===== src/rtl/spidergon_pkg.sv =====
// Shared Spidergon definitions: flit type codes, routing directions, FSM state
// encoding and the head-flit packer used by both the transmitter and receiver.
package spidergon_pkg;

    // Flit type codes, carried in the two MSBs of every flit
    localparam logic [1:0] HEAD_FLIT = 2'b01;
    localparam logic [1:0] BODY_FLIT = 2'b10;
    localparam logic [1:0] TAIL_FLIT = 2'b00;
    localparam logic [1:0] HEADER    = 2'b11;
    localparam logic [1:0] HEAD_TAIL = 2'b11;

    // Routing directions chosen by the node
    localparam logic [1:0] STOP           = 2'd0;
    localparam logic [1:0] ACROSS         = 2'd1;
    localparam logic [1:0] CLOCKWISE      = 2'd2;
    localparam logic [1:0] ANTI_CLOCKWISE = 2'd3;

    // Widest flit the packer can build; callers truncate to their own width
    localparam int unsigned MAX_FLIT_W = 64;

    typedef enum logic [1:0] {
        StIdle,
        StHead,
        StData
    } tx_state_e;

    // Builds {ftype, vc, dest, zeros} right-aligned in a MAX_FLIT_W word
    function automatic logic [MAX_FLIT_W-1:0] pack_head(
        input logic [1:0]  ftype,
        input int unsigned vc,
        input int unsigned dest,
        input int unsigned data_w,
        input int unsigned vc_w,
        input int unsigned dest_w
    );
        logic [MAX_FLIT_W-1:0] f;
        f = MAX_FLIT_W'(ftype) << data_w;
        f = f | (MAX_FLIT_W'(vc) << (data_w - vc_w));
        f = f | (MAX_FLIT_W'(dest) << (data_w - vc_w - dest_w));
        return f;
    endfunction

endpackage


===== src/rtl/spidergon_ni_tx.sv =====
// Network-interface transmitter: turns a message descriptor plus a payload stream
// into a wormhole packet of typed flits for the local injection port of a node.
module spidergon_ni_tx
    import spidergon_pkg::*;
#(
    parameter int unsigned NUM_OF_NODES            = 8,
    parameter int unsigned FLIT_DATA_WIDTH         = 16,
    parameter int unsigned NUM_OF_VIRTUAL_CHANNELS = 2,
    parameter int unsigned NODE_IDENTIFIER         = 0,
    parameter int unsigned MAX_PAYLOAD_FLITS       = 4,
    localparam int unsigned DEST_W           = $clog2(NUM_OF_NODES),
    localparam int unsigned VC_W             = $clog2(NUM_OF_VIRTUAL_CHANNELS),
    localparam int unsigned LEN_W            = $clog2(MAX_PAYLOAD_FLITS + 1),
    localparam int unsigned FLIT_TOTAL_WIDTH = 2 + FLIT_DATA_WIDTH
) (
    input  logic                               clk,
    input  logic                               reset,
    input  logic                               msg_valid,
    output logic                               msg_ready,
    input  logic [DEST_W-1:0]                  msg_dest,
    input  logic [VC_W-1:0]                    msg_vc,
    input  logic [LEN_W-1:0]                   msg_len,
    input  logic                               pay_valid,
    output logic                               pay_ready,
    input  logic [FLIT_DATA_WIDTH-1:0]         pay_data,
    output logic [FLIT_TOTAL_WIDTH-1:0]        flit_out,
    output logic                               flit_out_valid,
    output logic [VC_W-1:0]                    flit_out_vc,
    input  logic [NUM_OF_VIRTUAL_CHANNELS-1:0] node_vc_is_ready,
    input  logic [NUM_OF_VIRTUAL_CHANNELS-1:0] node_vc_is_full,
    output logic                               busy,
    output logic                               pkt_sent
);

    tx_state_e             state_q, state_d;
    logic [DEST_W-1:0]     dest_q, dest_d;
    logic [VC_W-1:0]       vc_q, vc_d;
    logic [LEN_W-1:0]      rem_q, rem_d;
    logic [LEN_W-1:0]      len_clamped;
    logic                  vc_go;
    logic                  emit;
    logic                  emit_last;
    logic [FLIT_TOTAL_WIDTH-1:0] emit_flit;

    // The node id only matters to receive-side bookkeeping
    logic unused_node_id;
    assign unused_node_id = (NODE_IDENTIFIER == 0);

    // Oversized lengths are clamped rather than rejected
    assign len_clamped = (msg_len > LEN_W'(MAX_PAYLOAD_FLITS)) ? LEN_W'(MAX_PAYLOAD_FLITS)
                                                              : msg_len;

    // Only the packet's own VC gates injection
    assign vc_go     = node_vc_is_ready[vc_q] & ~node_vc_is_full[vc_q];
    assign msg_ready = (state_q == StIdle) & ~reset;
    assign pay_ready = (state_q == StData) & ~node_vc_is_full[vc_q] & ~reset;
    assign busy      = (state_q != StIdle) | flit_out_valid;

    // Next-state, descriptor latch and emit decision
    always_comb begin
        state_d   = state_q;
        dest_d    = dest_q;
        vc_d      = vc_q;
        rem_d     = rem_q;
        emit      = 1'b0;
        emit_last = 1'b0;
        emit_flit = '0;
        unique case (state_q)
            StIdle: begin
                if (msg_valid) begin
                    dest_d  = msg_dest;
                    vc_d    = msg_vc;
                    rem_d   = len_clamped;
                    state_d = StHead;
                end
            end
            StHead: begin
                if (vc_go) begin
                    emit = 1'b1;
                    if (rem_q == '0) begin
                        emit_flit = FLIT_TOTAL_WIDTH'(pack_head(HEADER, 32'(vc_q), 32'(dest_q),
                                        FLIT_DATA_WIDTH, VC_W, DEST_W));
                        emit_last = 1'b1;
                        state_d   = StIdle;
                    end else begin
                        emit_flit = FLIT_TOTAL_WIDTH'(pack_head(HEAD_FLIT, 32'(vc_q), 32'(dest_q),
                                        FLIT_DATA_WIDTH, VC_W, DEST_W));
                        state_d   = StData;
                    end
                end
            end
            StData: begin
                if (pay_valid && pay_ready) begin
                    emit  = 1'b1;
                    rem_d = rem_q - LEN_W'(1);
                    if (rem_q == LEN_W'(1)) begin
                        emit_flit = {TAIL_FLIT, pay_data};
                        emit_last = 1'b1;
                        state_d   = StIdle;
                    end else begin
                        emit_flit = {BODY_FLIT, pay_data};
                    end
                end
            end
            default: state_d = StIdle;
        endcase
    end

    // FSM state and descriptor registers
    always_ff @(posedge clk) begin
        if (reset) begin
            state_q <= StIdle;
            dest_q  <= '0;
            vc_q    <= '0;
            rem_q   <= '0;
        end else begin
            state_q <= state_d;
            dest_q  <= dest_d;
            vc_q    <= vc_d;
            rem_q   <= rem_d;
        end
    end

    // Output flit register; valid for exactly one cycle per emit decision
    always_ff @(posedge clk) begin
        if (reset) begin
            flit_out       <= '0;
            flit_out_valid <= 1'b0;
            flit_out_vc    <= '0;
            pkt_sent       <= 1'b0;
        end else begin
            flit_out_valid <= emit;
            pkt_sent       <= emit & emit_last;
            if (emit) begin
                flit_out    <= emit_flit;
                flit_out_vc <= vc_q;
            end
        end
    end

endmodule


===== config.mk =====
export PLATFORM = sky130hd
export DESIGN_NAME = spidergon_ni_tx
export DESIGN_NICKNAME = d
export VERILOG_FILES = /design/src/rtl/spidergon_pkg.sv /design/src/rtl/spidergon_ni_tx.sv
export SDC_FILE = /design/constraint.sdc
export NUM_CORES = 1
export LEC_CHECK = 0
export CAP_MARGIN = 20
export CORE_ASPECT_RATIO = 0.75
export CORE_MARGIN = 3
export CORE_UTILIZATION = 30
export DETAILED_ROUTE_END_ITERATION = 8
export GPL_TIMING_DRIVEN = 0
export SYNTH_ARGS = -nofsm -noshare
export SYNTH_HDL_FRONTEND = slang
export SYNTH_SLANG_ARGS = --single-unit

===== constraint.sdc =====
create_clock -name clk -period 2.5 [get_ports clk]
set_input_delay 0.375 -clock clk [delete_from_list [all_inputs] [get_ports clk]]
set_output_delay 0.375 -clock clk [all_outputs]
set_load 0.02 [all_outputs]

==> summary.txt <==
Timing
  • Hold Vio Cnt, Final: 0
  • Unrepaired setup endpoints after global routing: false
  • Max Fclk: between 400 and 500 MHz
  • Worst-Margin Slew: about 0.55 ns
  • Setup Viol. Count Final: 0
  • Slew Limit Fails: 0
  • Relative slew slack: about 62%
  • Final Skew: slightly below 0.009 ns
  • Crit share post-route: around 90%
  • Sum Neg Setup Slack: 0 ns
  • Tmin final: approximately 2.3 ns

CTS
  • CTS Buf Count: 5
  • H-tree lvl count: 2
  • Clock transition at the registers of the reported paths: about 0.070 ns
  • Worst skew pair latency: between 0.2 and 0.3 ns
  • TritonCTS Sinks: 30
  • Root buffer cell: clkbuf_8
  • CTS Buffer Depth: 2
  • CTS tree: done

Logic synthesis
  • Share of the synthesized area in the top cell type: a little over two fifths
  • Synth top area cells: dfxtp_1, a22o_1, ha_1
  • Synth Register Bits: 30
  • Count leader, synth: dfxtp_1
  • Synth Net Count: 180
  • Syn Area/Cell: just under 10 µm²
  • Distinct cells, synth: 38
  • Yosys Warn Count: 0
  • Seq/Total Area, Yosys: 43.4%
  • Top cells by count, synth: dfxtp_1, a22o_1, inv_1
  • Post-synth EDFFs: 0
  • Top_reg_cell synth: dfxtp_1
  • Ys async rst share: 0%
  • Yosys top cell by area: dfxtp_1
  • Syn Inst Count: between 100 and 150
  • Area of the mapped netlist: approximately 0.0014 mm²

Flow run
  • Max-cap violations: 0

Final layout
  • Post-layout net count: 238
  • Area Overhead vs Synth: 49.8%
  • Antenna cells: 0
  • Layout cells sized above 1: approximately 8.4%
  • Fillers: about 420
  • Finished Layout Cells: 257

Setup path
  • Most frequent CP cell: clkdlybuf4s50_1
  • Critical path buffers and inverters: 2
  • CP top delay family: buffers and inverters
  • Crit. End Element: primary output
  • CP max FO: 4
  • Worst Path Required: 2.12 ns
  • CP arrival: between 1.5 and 2 ns
  • CP max stage delay: roughly 0.63 ns
  • Crit start category: input port
  • Crit-path slowest cell: clkdlybuf4s50_1
  • Critical-path cell list: clkdlybuf4s50_1 -> mux2_2 -> nor3_1 -> clkdlybuf4s50_1
  • Critical path class: in2out

Routing
  • Drc violations: 0
  • DR WL/cell: ~14 µm
  • Pre-antenna DRT Iters: 4
  • Vias: between 1000 and 1500
  • Via density: slightly above 5
  • Final antenna-violating net count: 0
  • DRT iter0 DRCs: 29
  • Post-Route WL: ~3700 µm

Floorplan
  • CORE AREA: roughly 0.0043 mm²
  • # IOs: 55
  • Starting Density: about a third
  • Die Area: between 0.005 and 0.006 mm²
  • Die W: between 80 and 90 µm
  • Vert. Die Dim: 64.8 µm
  • Num rows: 20

Pwr
  • PD cells: 667 mW/mm²
  • Maximum vdd ir drop: a little under 300 µV
  • P_leak: between 0.7 and 0.8 nW

Placed design
  • GP Congestion: between 0.8 and 0.9
  • Post-DP HPWL: 2890 µm
  • Port bufs: 53
  • DP Cell Count: about 250

Global route
  • Total Routing Usage GR: between 10 and 15%
  • Total global routing overflow: 0
  • Vias in the first global route: roughly 1300
  • First-pass GRT wire length: between 6000 and 7000 µm
  • Antenna violations before repair: 0
  • Largest net degree at the start of global routing: 11

Status
  • Status: completed

Min path
  • Tightest Hold Check Type: reg2reg
## routing by layer
metal	GRT usage [%]	vias to the layer above	routed length, µm
met5	0	-	0
met4	5.34	0	40
met3	4.57	4	272
met2	21.9	43	1660
met1	18.1	603	1720
li1	-	644	-
## path summary, 6_finish.rpt
check,to,cells past startpoint,slack [ns],startpoint
setup / recovery,pay_ready,4,0.19,node_vc_is_full[0]
hold / removal,dest_q[1]$_SDFFE_PP0P_,2,0.46,dest_q[1]$_SDFFE_PP0P_
setup reg to reg,flit_out[11]$_SDFFE_PP0P_,7,0.42,state_q[0]$_SDFFE_PP0P_
hold reg to reg,dest_q[1]$_SDFFE_PP0P_,2,0.46,dest_q[1]$_SDFFE_PP0P_
## kinds of logic after synthesis
family	Yosys count	share of synthesized area, %
AND/OR/NAND/NOR	38	15.4
flip-flops	30	43.4
multiplexers	3	2.26
adder cells (fa/ha/maj)	6	5.42
AO/OA/AOI/OAI	47	27.2
buffers and inverters	19	6.32
## worst register-to-register path, cell delays in order (launching register included)
cell and delay (ns):
dfxtp_1 0.34, inv_1 0.08, ha_1 0.41, nand2b_1 0.08, clkbuf_1 0.19, nor2_1 0.27, clkbuf_1 0.42, a22o_1 0.21
## power by group
| group | switching [mW] | internal [mW] | leakage (nW) |
|---|---|---|---|
| combinational | 0.247 | 0.205 | 0.450 |
| sequential | 0.0218 | 0.513 | 0.243 |
| clock | 0.177 | 0.221 | 0.0472 |
| total | 0.446 | 0.938 | 0.741 |
## timing repair
action | CTS | global route
gates resized for setup | 0 | 1
endpoints found under the hold margin | 0 | 0
setup buffers | 0 | 0
endpoints found under the setup margin | 1 | 2
pin swaps | 0 | 0
hold buffers | 0 | 0
## area by class of cell
class | instances | area, µm² | share of cell area [%]
multi-input combinational | 94 | 699 | 33.7
sequential | 30 | 601 | 29.0
timing repair buffer | 53 | 531 | 25.6
clock buffer | 6 | 82.6 | 3.98
tap | 55 | 68.8 | 3.32
buffer | 7 | 42.5 | 2.05
inverter | 10 | 37.5 | 1.81
clock inverter | 2 | 12.5 | 0.603
## state kept, by name (all words and copies together), names as in the netlist
name / cells
flit_out: 18
flit_out_valid: 1
rem_q: 3
flit_out_vc: 1
state_q: 2
vc_q: 1
dest_q: 3
pkt_sent: 1
## stage by stage
stage	utilization, %	total power, mW	cell area (µm²)	hold WS, ns	worst slack, ns
detailed placement	46.6	0.997	1980	0.445	0.181
global route	48.8	1.47	2070	0.480	0.0728
finish	48.8	1.38	2070	0.460	0.194
CTS	48.8	1.40	2080	0.465	0.0575
global placement	46.6	0.983	1980	0.447	0.191
floorplan	-	0.836	1390	0.436	0.721
## cells in the final DEF (no fill, tap or decap), types with 3 or more instances in the layout
cell | synthesis | routed
a22oi_1 | 6 | 6
a21oi_1 | 8 | 8
ha_1 | 6 | 5
nor2_1 | 3 | 3
nand2b_1 | 5 | 5
o2bb2ai_1 | 5 | 5
clkdlybuf4s50_1 | 0 | 53
inv_1 | 10 | 10
nand4_1 | 3 | 3
dfxtp_1 | 30 | 30
nand2_1 | 8 | 8
clkbuf_1 | 6 | 4
clkbuf_8 | 0 | 6
nand3_1 | 6 | 6
a22o_1 | 13 | 13
Power figures use the tool's default switching activity.
